[config.mk]
export PLATFORM = sky130hd
export DESIGN_NAME = exec_alu_mc
export DESIGN_NICKNAME = d
export VERILOG_FILES = /design/src/rtl/exec_alu_mc.sv
export SDC_FILE = /design/constraint.sdc
export NUM_CORES = 1
export LEC_CHECK = 0
export BUFFER_PORTS_ARGS = -buffer_cell sky130_fd_sc_hd__buf_2
export CORE_AREA = 3 3 127 129
export DETAILED_ROUTE_END_ITERATION = 10
export DIE_AREA = 0 0 130 132
export PLACE_DENSITY = 0.53
export SLEW_MARGIN = 20
export SYNTH_ARGS = -nofsm -noshare
export SYNTH_HDL_FRONTEND = slang
export SYNTH_SLANG_ARGS = --single-unit
[constraint.sdc]
create_clock -name clk -period 3 [get_ports clk]
set_clock_uncertainty 0.2 [all_clocks]
set_input_delay 0.15 -clock clk [delete_from_list [all_inputs] [get_ports clk]]
set_output_delay 0.15 -clock clk [all_outputs]
set_load 0.03 [all_outputs]
[src/rtl/exec_alu_mc.sv]
// Execute ALU for the NoobsCpu core: single-cycle arithmetic/logic/shift ops plus an
// iterative shift-add multiply, valid/ready input, registered writeback and status register.
module exec_alu_mc #(
    parameter int DATA_W = 8,
    parameter int SEL_W  = 2,
    parameter int MUL_EN = 1
) (
    input  logic              clk,
    input  logic              reset_,
    input  logic              in_vld,
    output logic              in_rdy,
    input  logic [3:0]        op,
    input  logic [DATA_W-1:0] src0,
    input  logic [DATA_W-1:0] src1,
    input  logic [SEL_W-1:0]  dst_sel,
    output logic              res_vld,
    output logic              wr_en,
    output logic [SEL_W-1:0]  wr_sel,
    output logic [DATA_W-1:0] wr_data,
    output logic [DATA_W-1:0] wr_data_hi,
    input  logic              sr_wr,
    input  logic [7:0]        sr_wr_data,
    input  logic              trap_clr,
    output logic [7:0]        sr,
    output logic              busy
);
    localparam int CNT_W = $clog2(DATA_W + 1);

    localparam logic [3:0] OP_NOP = 4'h0, OP_ADD = 4'h1, OP_SUB = 4'h2, OP_OR  = 4'h3,
                           OP_AND = 4'h4, OP_XOR = 4'h5, OP_ADC = 4'h6, OP_SBC = 4'h7,
                           OP_SHL = 4'h8, OP_SHR = 4'h9, OP_MUL = 4'hA, OP_CMP = 4'hB;

    typedef enum logic [1:0] {S_IDLE, S_MUL, S_DONE} state_t;

    state_t                  state_q, state_d;
    logic [CNT_W-1:0]        cnt_q, cnt_d;
    logic [2*DATA_W-1:0]     acc_q, acc_d;
    logic [2*DATA_W-1:0]     mcand_q, mcand_d;
    logic [DATA_W-1:0]       mplier_q, mplier_d;
    logic [SEL_W-1:0]        mul_sel_q, mul_sel_d;
    logic [7:0]              sr_q, sr_d;
    logic                    res_vld_q, res_vld_d;
    logic                    wr_en_q, wr_en_d;
    logic [SEL_W-1:0]        wr_sel_q, wr_sel_d;
    logic [DATA_W-1:0]       wr_data_q, wr_data_d;
    logic [DATA_W-1:0]       wr_data_hi_q, wr_data_hi_d;

    logic [DATA_W:0]         a_ext, b_ext, cin, alu_r;
    logic                    op_legal, op_single, accept, mul_z;

    // SR layout: {3'b0, TRP, Z, NZ, ST-OVF(0), OVF}
    function automatic logic [7:0] mk_sr(input logic trp, input logic z, input logic ovf);
        return {3'b000, trp, z, ~z, 1'b0, ovf};
    endfunction

    assign in_rdy = (state_q == S_IDLE) && !reset_;
    assign accept = in_vld && in_rdy;

    // Bit DATA_W of alu_r is the OVF flag for every single-cycle op.
    always_comb begin
        a_ext     = {1'b0, src0};
        b_ext     = {1'b0, src1};
        cin       = '0;
        alu_r     = '0;
        op_legal  = 1'b1;
        op_single = 1'b1;
        if (op == OP_ADC || op == OP_SBC)
            cin = {{DATA_W{1'b0}}, sr_q[0]};
        case (op)
            OP_NOP:                 op_single = 1'b0;
            OP_ADD, OP_ADC:         alu_r = a_ext + b_ext + cin;
            OP_SUB, OP_SBC, OP_CMP: alu_r = a_ext - b_ext - cin;
            OP_OR:                  alu_r = a_ext | b_ext;
            OP_AND:                 alu_r = a_ext & b_ext;
            OP_XOR:                 alu_r = a_ext ^ b_ext;
            OP_SHL:                 alu_r = {src0[DATA_W-1], src0[DATA_W-2:0], 1'b0};
            OP_SHR:                 alu_r = {src0[0], 1'b0, src0[DATA_W-1:1]};
            OP_MUL: begin
                op_single = 1'b0;
                op_legal  = (MUL_EN != 0);
            end
            default: begin
                op_single = 1'b0;
                op_legal  = 1'b0;
            end
        endcase
    end

    assign mul_z = (acc_q == '0);

    always_comb begin
        state_d      = state_q;
        cnt_d        = cnt_q;
        acc_d        = acc_q;
        mcand_d      = mcand_q;
        mplier_d     = mplier_q;
        mul_sel_d    = mul_sel_q;
        sr_d         = sr_q;
        res_vld_d    = 1'b0;
        wr_en_d      = 1'b0;
        wr_sel_d     = wr_sel_q;
        wr_data_d    = wr_data_q;
        wr_data_hi_d = wr_data_hi_q;
        case (state_q)
            S_IDLE: begin
                if (accept) begin
                    if (!op_legal) begin
                        sr_d[4] = 1'b1;
                    end else if (op_single) begin
                        res_vld_d    = 1'b1;
                        wr_en_d      = (op != OP_CMP);
                        wr_sel_d     = dst_sel;
                        wr_data_d    = alu_r[DATA_W-1:0];
                        wr_data_hi_d = '0;
                        sr_d = mk_sr(sr_q[4], alu_r[DATA_W-1:0] == '0, alu_r[DATA_W]);
                    end else if (op == OP_MUL) begin
                        state_d   = S_MUL;
                        cnt_d     = CNT_W'(DATA_W);
                        acc_d     = '0;
                        mcand_d   = {{DATA_W{1'b0}}, src0};
                        mplier_d  = src1;
                        mul_sel_d = dst_sel;
                    end
                end
            end
            S_MUL: begin
                if (cnt_q != '0) begin
                    if (mplier_q[0])
                        acc_d = acc_q + mcand_q;
                    mcand_d  = mcand_q << 1;
                    mplier_d = mplier_q >> 1;
                    cnt_d    = cnt_q - 1'b1;
                end else begin
                    // All iterations done: publish the product from the DONE state.
                    state_d      = S_DONE;
                    res_vld_d    = 1'b1;
                    wr_en_d      = 1'b1;
                    wr_sel_d     = mul_sel_q;
                    wr_data_d    = acc_q[DATA_W-1:0];
                    wr_data_hi_d = acc_q[2*DATA_W-1:DATA_W];
                    sr_d = mk_sr(sr_q[4], mul_z, |acc_q[2*DATA_W-1:DATA_W]);
                end
            end
            S_DONE:  state_d = S_IDLE;
            default: state_d = S_IDLE;
        endcase
        if (trap_clr)
            sr_d[4] = 1'b0;
        if (sr_wr)
            sr_d = sr_wr_data & 8'h1F;
    end

    always_ff @(posedge clk or posedge reset_) begin
        if (reset_) begin
            state_q      <= S_IDLE;
            cnt_q        <= '0;
            acc_q        <= '0;
            mcand_q      <= '0;
            mplier_q     <= '0;
            mul_sel_q    <= '0;
            sr_q         <= '0;
            res_vld_q    <= 1'b0;
            wr_en_q      <= 1'b0;
            wr_sel_q     <= '0;
            wr_data_q    <= '0;
            wr_data_hi_q <= '0;
        end else begin
            state_q      <= state_d;
            cnt_q        <= cnt_d;
            acc_q        <= acc_d;
            mcand_q      <= mcand_d;
            mplier_q     <= mplier_d;
            mul_sel_q    <= mul_sel_d;
            sr_q         <= sr_d;
            res_vld_q    <= res_vld_d;
            wr_en_q      <= wr_en_d;
            wr_sel_q     <= wr_sel_d;
            wr_data_q    <= wr_data_d;
            wr_data_hi_q <= wr_data_hi_d;
        end
    end

    assign res_vld    = res_vld_q;
    assign wr_en      = wr_en_q;
    assign wr_sel     = wr_sel_q;
    assign wr_data    = wr_data_q;
    assign wr_data_hi = wr_data_hi_q;
    assign sr         = sr_q;
    assign busy       = (state_q == S_MUL);
endmodule

==> impl_metrics.env <==
export IMPL_synth_most_common_cell="nand2_1"
export IMPL_finalSetupViolations=2
export IMPL_cts_tree="yes"
export IMPL_async_flop_share=1.00
export IMPL_ys_seq_area_frac=0.349
export IMPL_ir_drop_uv=350
export IMPL_cts_buffers=9
export IMPL_grt_usage=0.176
export IMPL_ys_ff_latch=73
export IMPL_drt_wl_total_um=14500
export IMPL_path_delay_family="compound AO/OA/AOI/OAI gates"
export IMPL_multi_input_area_um2=3210
export IMPL_vias=4822
export IMPL_wl_per_cell_um=15.9
export IMPL_crit_slowest_cell="fa_2"
export IMPL_n_antenna_cell=0
export IMPL_worstMarginPinSlew_ns=0.954
export IMPL_drv_cap=0
export IMPL_grt_overflow_total=0
export IMPL_dp_hpwl_um=11300
export IMPL_holdCritStartpoint="src1[3]"
export IMPL_synth_commonest_cells="nand2_1 (109), dfrtp_1 (73), ha_1 (46)"
export IMPL_fillCellCount=1511
export IMPL_status="finished, violations left"
export IMPL_ff_latch_area_um2=1830
export IMPL_crit_buf_inv=2
export IMPL_crit_arrival_ns=3.25
export IMPL_syn_inst=614
export IMPL_htree_num_levels=3
export IMPL_area_growth_pct=26.4
export IMPL_clock_fmax_mhz=310
export IMPL_first_global_vias=4705
export IMPL_min_period_ns=3.23
export IMPL_path_cells="nand3_2, inv_2, fa_2, inv_2, ha_4, o21ai_4, nand3_2, nand2_1, xnor2_1, a221o_1, a211o_1, o41a_1, o31a_1"
export IMPL_drcViolationCount=0
export IMPL_period_share=1.08
export IMPL_vias_per_cell=5.28
export IMPL_synthDominantCellAreaShare=0.349
export IMPL_reg2reg_from="sr[0]"
export IMPL_syn_area_per_cell_um2=8.54
export IMPL_ios=65
export IMPL_drtPass1Iterations=6
export IMPL_yosys_area_top_type="dfrtp_1"
export IMPL_drive_gt1_frac=0.223
export IMPL_core_um2=15100
export IMPL_r2r_cells=13
export IMPL_rows=45
export IMPL_synth_distinct_cells=64
export IMPL_insertion_delay_ns=0.34
export IMPL_hold_end="mplier_q[3]"
export IMPL_cp_required_ns=3.02
export IMPL_hold_class="in -> reg"
export IMPL_worst_r2r_endpoint="sr[2]"
export IMPL_finalHoldViolCount=0
export IMPL_die_area_um2=17200
export IMPL_relSlewSlack=0.363
export IMPL_clk_pin_slew_ns=0.06
export IMPL_path_class="reg -> reg"
export IMPL_rrSetupSlack_ns=-0.23
export IMPL_crit_path_end_kind="register"
export IMPL_grt_setup_unrepaired="yes"
export IMPL_drt_iter0_markers=317
export IMPL_routabilityCongestion=0.870
export IMPL_initial_core_util=0.346
export IMPL_numPortBuffers=58
export IMPL_fin_nets=809
export IMPL_crit_path_max_incr_delay_ns=0.55
export IMPL_cts_root_buffer="clkbuf_16"
export IMPL_min_path_cells=4
export IMPL_clockBufferDepth=2
export IMPL_fin_ws_ns=-0.228
export IMPL_synth_ff_type="dfrtp_1"
export IMPL_grt_pass1_wl_um=24200
export IMPL_slew_viol_final=0
export IMPL_syn_area_um2=5240
export IMPL_synth_edf_count=0
export IMPL_final_core_utilization=0.437
export IMPL_crit_path_max_fanout=2
export IMPL_clock_sinks=73
export IMPL_antenna_found_initial=1
export IMPL_violations="negative setup slack"
export IMPL_grt_start_max_net_pins=41
export IMPL_crit_path_start_kind="register"
export IMPL_pre_cts_slack_ns=-0.385
export IMPL_synth_area_leaders="dfrtp_1 (35%), ha_1 (11%), nand2_1 (7.8%)"
export IMPL_ant_nets=0
export IMPL_die_h_um=132
export IMPL_yosys_warnings=0
export IMPL_p_leak_uw=0.00318
export IMPL_p_per_area_nw_per_um2=894
export IMPL_die_w_um=130
cell families (layout without fill, tap and decap cells):
group,after synthesis,after routing,synth area share
other cells,1,3,0.000715
mux,7,7,0.0134
flops,73,73,0.349
fa+ha+maj,51,51,0.129
compound gates,161,161,0.206
xor+xnor,26,26,0.0434
simple gates,227,227,0.199
buf+inv,68,178,0.0604
worst max path at each step:
stage	startpoint	end	slack, ns	cells after the start
4_1_cts	sr[0]	sr[2]	-0.21	13
2_1_floorplan	sr[0]	sr[2]	-0.15	13
5_1_grt	sr[0]	sr[2]	-0.34	13
3_3_place_gp	op[3]	sr[2]	-0.34	13
6_report	sr[0]	sr[2]	-0.23	13
3_5_place_dp	op[3]	sr[2]	-0.39	12
placed cells by master (no fill, tap or decap), drive strengths merged, types with 8 or more instances in the layout:
master,count
nand2,109
nor2,41
dfrtp,73
ha,46
xor2,16
buf,110
o21ai,45
nand3,22
a21o,8
a31oi,23
dlygate4sd3,20
inv,34
a21oi,28
nor3,15
clkbuf,9
xnor2,10
power breakdown:
| part | switching (uW) | internal (uW) |
|---|---|---|
| clock network | 411 | 804 |
| registers | 332 | 1390 |
| logic | 1780 | 1200 |
final cells by class:
type / count / area share
Timing Repair Buffer: 130 / 0.135
Multi-Input combinational cell: 475 / 0.484
Sequential cell: 73 / 0.276
Clock buffer: 9 / 0.0340
Inverter: 34 / 0.0196
Tap cell: 188 / 0.0355
Clock inverter: 5 / 0.0161
routing by layer:
layer	GRT usage	vias to the layer above	wire length, um
met5	0	-	13
met4	0.0629	2	272
met3	0.0243	20	482
met2	0.279	98	6760
met1	0.246	2316	7000
li1	-	2386	-
worst register-to-register path: stages (launching register included):
cell,delay [ns]
dfrtp_2,0.40
nand3_2,0.09
inv_2,0.04
fa_2,0.55
inv_2,0.05
ha_4,0.16
o21ai_4,0.13
nand3_2,0.11
nand2_1,0.09
xnor2_1,0.06
a221o_1,0.36
a211o_1,0.25
o41a_1,0.37
o31a_1,0.25
sequential cells by signal, indices dropped and copies added, names as in the netlist, 2 cells and up:
name / flops
acc_q: 16
wr_data_hi: 8
sr: 5
wr_data: 8
mcand_q: 16
wr_sel: 2
state_q: 2
mplier_q: 8
cnt_q: 4
mul_sel_q: 2
metrics by stage:
step           TNS [ns]  instance area (um2)  total power [uW]  hold WS [ns]  cells
3_3_place_gp     -0.724                 6000              4610         0.127    879
4_1_cts          -0.411                 6590              5960       0.00660    914
3_5_place_dp     -0.924                 6010              4680         0.137    879
6_report         -0.412                 6630              5920        0.0140    914
5_1_grt          -0.650                 6630              6440        0.0218    914
2_1_floorplan    -0.217                 5260              3820        0.0465    616
timing repair:
action / CTS / global route
pin swaps: 4 / 3
endpoints found under the setup margin: 3 / 6
hold buffers: 20 / 0
endpoints found under the hold margin: 50 / 0
setup buffers: 1 / 0
gates resized for setup: 10 / 8
(Power assumes the default switching activity.)
